<file path="config.mk">
export PLATFORM = sky130hd
export DESIGN_NAME = dpd_feature_extract
export DESIGN_NICKNAME = d
export VERILOG_FILES = /design/src/rtl/dpd_fex_pack.sv /design/src/rtl/dpd_isqrt.sv /design/src/rtl/dpd_feature_extract.sv
export SDC_FILE = /design/constraint.sdc
export NUM_CORES = 2
export LEC_CHECK = 0
export BUFFER_PORTS_ARGS = -buffer_cell sky130_fd_sc_hd__buf_2
export CAP_MARGIN = 20
export CORE_ASPECT_RATIO = 1.5
export CORE_MARGIN = 3
export CORE_UTILIZATION = 50
export DETAILED_ROUTE_END_ITERATION = 8
export PLACE_DENSITY = 0.66
export SYNTH_ARGS = -nofsm -noshare
export SYNTH_HDL_FRONTEND = slang
export SYNTH_SLANG_ARGS = --single-unit
</file>
<file path="constraint.sdc">
create_clock -name clk -period 7.8 [get_ports clk]
set_clock_uncertainty 0.05 [all_clocks]
set_input_delay 0.39 -clock clk [delete_from_list [all_inputs] [get_ports clk]]
set_output_delay 0.39 -clock clk [all_outputs]
set_load 0.03 [all_outputs]
</file>
<file path="src/rtl/dpd_fex_pack.sv">
// Shared types and helpers for the DPD feature-extraction front end.
// States, default geometry and the unsigned saturation helper.
package dpd_fex_pack;

  typedef enum logic [1:0] {
    IDLE,
    SQRT,
    CUBE,
    EMIT
  } fex_state_t;

  localparam int FEX_DATA_W   = 14;
  localparam int FEX_MEM_TAPS = 6;
  localparam int FEX_INPUTS   = 14;
  localparam int FEX_PAR      = 3;
  localparam int NUM_BEATS    =
    (FEX_INPUTS + FEX_PAR - 1) / FEX_PAR;

  function automatic logic [63:0] sat_u(
    input logic [63:0] x,
    input int          w
  );
    logic [63:0] m;
    m = (64'd1 << (w - 1)) - 64'd1;
    return (x > m) ? m : x;
  endfunction

endpackage

</file>
<file path="src/rtl/dpd_isqrt.sv">
// Iterative non-restoring integer square root.
// One root bit per cycle; root = floor(sqrt(rad)).
module dpd_isqrt #(
  parameter int W = 14
) (
  input  logic           clk,
  input  logic           rst_n,
  input  logic           start,
  input  logic [2*W-1:0] rad,
  output logic           busy,
  output logic           done,
  output logic [W-1:0]   root
);

  localparam int RW = W + 3;
  localparam int CW = $clog2(W + 1);

  logic [2*W-1:0]        d;
  logic signed [RW-1:0]  r;
  logic [W-1:0]          q;
  logic [CW-1:0]         cnt;

  logic signed [RW-1:0]  r_sh;
  logic signed [RW-1:0]  r_n;
  logic [W-1:0]          q_n;

  assign r_sh = $signed({r[RW-3:0], d[2*W-1 -: 2]});

  // Remainder sign selects add-back vs subtract; no restore step.
  assign r_n = r[RW-1]
    ? r_sh + $signed(RW'({q, 2'b11}))
    : r_sh - $signed(RW'({q, 2'b01}));

  assign q_n  = {q[W-2:0], ~r_n[RW-1]};
  assign root = q;

  always_ff @(posedge clk or negedge rst_n) begin
    if (!rst_n) begin
      d    <= '0;
      r    <= '0;
      q    <= '0;
      cnt  <= '0;
      busy <= 1'b0;
      done <= 1'b0;
    end else if (start) begin
      d    <= rad;
      r    <= '0;
      q    <= '0;
      cnt  <= CW'(W);
      busy <= 1'b1;
      done <= 1'b0;
    end else if (busy) begin
      d   <= d << 2;
      r   <= r_n;
      q   <= q_n;
      cnt <= cnt - CW'(1);
      if (cnt == CW'(1)) begin
        busy <= 1'b0;
        done <= 1'b1;
      end
    end else begin
      done <= 1'b0;
    end
  end

endmodule

</file>
<file path="src/rtl/dpd_feature_extract.sv">
// DPD front end: I/Q delay line, |x| and |x|^3 features,
// emitted as PARALLEL_INPUTS-wide beats.
module dpd_feature_extract
  import dpd_fex_pack::*;
#(
  parameter int DATA_W          = FEX_DATA_W,
  parameter int MEM_TAPS        = FEX_MEM_TAPS,
  parameter int INPUTS_SIZE     = FEX_INPUTS,
  parameter int PARALLEL_INPUTS = FEX_PAR
) (
  input  logic                          clk,
  input  logic                          rst_n,
  input  logic                          in_valid,
  output logic                          in_ready,
  input  logic [DATA_W-1:0]             in_i,
  input  logic [DATA_W-1:0]             in_q,
  input  logic                          flush,
  output logic                          out_valid,
  input  logic                          out_ready,
  output logic [PARALLEL_INPUTS*DATA_W-1:0] out_data,
  output logic                          out_last
);

  localparam int NB   =
    (INPUTS_SIZE + PARALLEL_INPUTS - 1) / PARALLEL_INPUTS;
  localparam int KW   = (NB > 1) ? $clog2(NB) : 1;
  localparam int LW   = PARALLEL_INPUTS * DATA_W;
  localparam int FW   = NB * LW;
  localparam int FRAC = DATA_W - 1;

  if (INPUTS_SIZE != 2 * MEM_TAPS + 2) begin : g_bad_size
    $error("INPUTS_SIZE must equal 2*MEM_TAPS+2");
  end

  fex_state_t state_q, state_d;

  logic [MEM_TAPS-1:0][DATA_W-1:0] ti, tq;
  logic [2*DATA_W-1:0]             sumsq, sumsq_d;
  logic signed [2*DATA_W-1:0]      si, sq;
  logic [DATA_W-1:0]               mag, cube;
  logic [DATA_W-1:0]               mag_n, mag2_n, cube_n;
  logic [DATA_W-1:0]               root;
  logic [KW-1:0]                   k;
  logic                            sq_busy, sq_done;
  logic                            accept, last_beat;
  logic [FW-1:0]                   fv;

  assign accept    = (state_q == IDLE) && in_valid;
  assign last_beat = (k == KW'(NB - 1));
  assign in_ready  = (state_q == IDLE);
  assign out_valid = (state_q == EMIT);
  assign out_last  = (state_q == EMIT) && last_beat;

  assign si      = {{DATA_W{in_i[DATA_W-1]}}, in_i};
  assign sq      = {{DATA_W{in_q[DATA_W-1]}}, in_q};
  assign sumsq_d = si * si + sq * sq;

  assign mag_n  = DATA_W'(sat_u(64'(root), DATA_W));
  assign mag2_n = DATA_W'(sat_u(64'(sumsq >> FRAC), DATA_W));
  assign cube_n = DATA_W'(sat_u(
    (64'(mag2_n) * 64'(mag_n)) >> FRAC, DATA_W));

  dpd_isqrt #(
    .W(DATA_W)
  ) u_isqrt (
    .clk  (clk),
    .rst_n(rst_n),
    .start(accept),
    .rad  (sumsq_d),
    .busy (sq_busy),
    .done (sq_done),
    .root (root)
  );

  always_ff @(posedge clk or negedge rst_n) begin
    if (!rst_n) state_q <= IDLE;
    else        state_q <= state_d;
  end

  always_comb begin
    state_d = state_q;
    unique case (state_q)
      IDLE: if (in_valid) state_d = SQRT;
      SQRT: if (sq_done && !sq_busy) state_d = CUBE;
      CUBE: state_d = EMIT;
      EMIT: if (out_ready && last_beat) state_d = IDLE;
      default: state_d = IDLE;
    endcase
  end

  always_ff @(posedge clk or negedge rst_n) begin
    if (!rst_n) begin
      ti    <= '0;
      tq    <= '0;
      sumsq <= '0;
      mag   <= '0;
      cube  <= '0;
      k     <= '0;
    end else begin
      if (state_q == IDLE) begin
        if (flush) begin
          ti <= '0;
          tq <= '0;
        end
        if (in_valid) begin
          // Flush with a sample: clear first, sample lands in tap 0.
          if (flush) begin
            ti[0] <= in_i;
            tq[0] <= in_q;
          end else begin
            ti <= {ti[MEM_TAPS-2:0], in_i};
            tq <= {tq[MEM_TAPS-2:0], in_q};
          end
          sumsq <= sumsq_d;
          k     <= '0;
        end
      end
      if (state_q == CUBE) begin
        mag  <= mag_n;
        cube <= cube_n;
      end
      if ((state_q == EMIT) && out_ready) begin
        k <= last_beat ? '0 : k + KW'(1);
      end
    end
  end

  always_comb begin
    fv = '0;
    fv[0 +: DATA_W]      = mag;
    fv[DATA_W +: DATA_W] = cube;
    for (int t = 0; t < MEM_TAPS; t++) begin
      fv[(2 + 2 * t) * DATA_W +: DATA_W] = ti[t];
      fv[(3 + 2 * t) * DATA_W +: DATA_W] = tq[t];
    end
  end

  always_comb begin
    out_data = '0;
    if (state_q == EMIT) begin
      for (int b = 0; b < NB; b++) begin
        if (k == KW'(b)) out_data = fv[b * LW +: LW];
      end
    end
  end

endmodule

</file>
==> flow_summary.ini <==
[outcome]
status = complete, no violations

[cts]
clockBufferDepth = 3
clk_latency_ns = 0.57
cts.clk_slew.worst_paths_ns = 0.06
numClockSinks = 280
htree_levels = 1
cts-root-buf = clkbuf_16
cts_inserted_buffers = 29
cts_tree = yes
postCtsSetupRepairBufs = 0

[sta]
relSlewSlack = 0.279
maxSlewViolCount = 0
setup_violations = 0
period_needed_ns = 7.11
hold_viol = 0
worst_slew_pin_slew_ns = 1.08
clock.fmax_mhz = 141
finalSetupTns_ns = 0
min_period_over_period = 0.911
holdWs_ns = 0.0894
grt_setup_unrepaired = no

[floorplanning]
die_h_um = 318
core_um2 = 63800
die_w_um = 214
io_pins = 78
start_util = 0.508
dieArea_um2 = 68000
rows = 113

[setup_path]
crit_arrival_ns = 7.44
critPathLaunchType = flip-flop
r2r_start = sumsq[26]
path_class = flip-flop to flip-flop
required_ns = 8.13
crit_path_end_kind = flip-flop
worst-r2r-cell-count = 24
critPathMaxFanout = 13
timing.rr.end = cube[9]
r2r_setup_slack_ns = 0.69

[synthesis]
synth.yosys.seq_area_share = 0.216
muxShareOfSynthArea = 0.0137
netlist_top_cells_area = fa_1 33%, dfrtp_1 22%, ha_1 9.1%, inv_1 6.9%, a22o_1 4.2%
syn-cell-area_um2 = 32400
synth-xor-area-share = 0.0230
synth_compound_area_frac = 0.124
yosysWarnings = 0
syn_avg_cell_area_um2 = 9.93
synth_common_cells = 600 x inv_1, 542 x fa_1, 291 x nand2_1, 280 x dfrtp_1, 250 x nor2_1
synth_top_family_by_area = adder cells
ys_types = 72
ys.flop_type = dfrtp_1
synthArstFlopShare = 1.00
synth-edff-count = 0
synthCells = 3263
synth_fa_ha_area_frac = 0.425
synth_most_common_cell = inv_1
yosysTopAreaCellShare = 0.335
synth-simple-area-share = 0.109
synth_top_area_cell = fa_1
yosys_register_bits = 280

[routing]
viasPerCell = 5.64
first_iter_violations = 1497
drc_errors = 0
vias = 23499
drtAntennaViolNets = 0
wl_per_cell_um = 20.4
wirelength_um = 84900
firstDrtPassIters = 5

[final_layout]
area_delta_synth_final_pct = 7.34
seq_area_um2 = 7010
final_nets = 4091
multi_input_area_um2 = 22700
fin_area_um2 = 34800
drive_gt1_frac = 0.0678
fill_cells = 5645

[placement]
placed_cell_area_um2 = 33800
gp_congestion = 0.947
io_buffers = 77
hpwl_um = 67100

[global_routing]
globalRouteOverflowTotal = 0
grt_usage = 0.254
antenna_found_initial = 5
grt_max_degree = 191
grt_pass1_vias = 25667
grt_pass1_wl_um = 137000

[min_path]
hold_path_class = primary input to flip-flop
holdPathStages = 2
hp-start = out_ready
min_to = k[1]

[flow_run]
maxCapViolCount = 0
-- timing repair --
action / CTS / global route
hold buffers: 1 / 0
gates resized for setup: 0 / 0
endpoints found under the hold margin: 90 / 0
-- layer usage --
metal / track usage / up-vias / share of wire
met5: 0 / - / 0.00021
met3: 0.0267 / 246 / 0.049
li1: - / 10446 / -
met4: 0.156 / 2 / 0.073
met2: 0.458 / 772 / 0.52
met1: 0.291 / 12033 / 0.35
-- worst max path at each step --
stage	from	endpoint	slack (ns)	cells after the start
2_1_floorplan	in_q[13]	u_isqrt.d[26]	0.80	24
3_3_place_gp	in_q[0]	sumsq[26]	0.37	25
3_5_place_dp	in_q[0]	sumsq[26]	0.32	25
4_1_cts	sumsq[26]	cube[9]	0.70	24
5_1_grt	sumsq[26]	cube[10]	0.33	24
6_report	sumsq[26]	cube[9]	0.69	24
-- critical path: stages (launching register included) --
cell and delay, ns:
dfrtp_1 0.37, or2_2 0.44, nor2_1 0.47, nor2_1 0.15, fa_1 0.56, inv_1 0.05, fa_1 0.47, inv_1 0.05
fa_1 0.50, inv_1 0.05, fa_1 0.53, inv_1 0.05, fa_1 0.48, inv_1 0.06, fa_1 0.47, inv_1 0.06
ha_1 0.31, and3_1 0.22, a221oi_1 0.27, o21ai_0 0.18, a221oi_2 0.37, o21ai_1 0.22, a31oi_1 0.24, xor2_1 0.18
a31oi_1 0.11
-- registers in the layout, indices dropped and copies added (netlist names) --
| signal | cells |
|---|---|
| u_isqrt.r | 16 |
| u_isqrt.root | 14 |
| k | 3 |
| fv | 168 |
| u_isqrt.busy | 1 |
| u_isqrt.d | 28 |
| u_isqrt.cnt | 4 |
| mag | 14 |
| cube | 14 |
| u_isqrt.done | 1 |
| state_q | 2 |
| sumsq | 15 |
-- stage by stage --
step                      std cells  setup WS [ns]  utilization
after CTS                      4162          0.705        0.544
after global placement         4108          0.367        0.530
after floorplan                3288          0.804            -
final                          4168          0.692        0.546
after global routing           4165          0.328        0.546
after detailed placement       4108          0.322        0.530
-- logic make-up after synthesis --
family,after synthesis
and+or+nand+nor,784
adders and majority gates,777
buffers and inverters,766
AOI/OAI and AO/OA,525
DFF,280
xor gates and xnor gates,85
muxes,44
other,2
-- area by class of cell --
cell class / instances / share of cell area
antenna: 3 / 0.000216
inverter: 600 / 0.0647
multi-input combinational: 2242 / 0.651
timing repair buffer: 128 / 0.0243
tap: 862 / 0.0310
clock inverter: 14 / 0.00363
clock buffer: 39 / 0.0234
sequential: 280 / 0.201
-- placed cells by master (no fill, tap or decap), types with 31 or more instances in the layout --
cell / n
a21oi_1: 77
a221oi_1: 45
a22o_1: 156
and2_1: 85
buf_2: 76
buf_4: 46
dfrtp_1: 279
fa_1: 542
ha_1: 233
inv_1: 600
mux2i_1: 41
nand2_1: 289
nor2_1: 249
o211a_1: 31
o21ai_0: 69
xnor2_1: 67
Power is not shown: default switching activity piles up to over one toggle a cycle in this logic, so the estimate is an artifact.
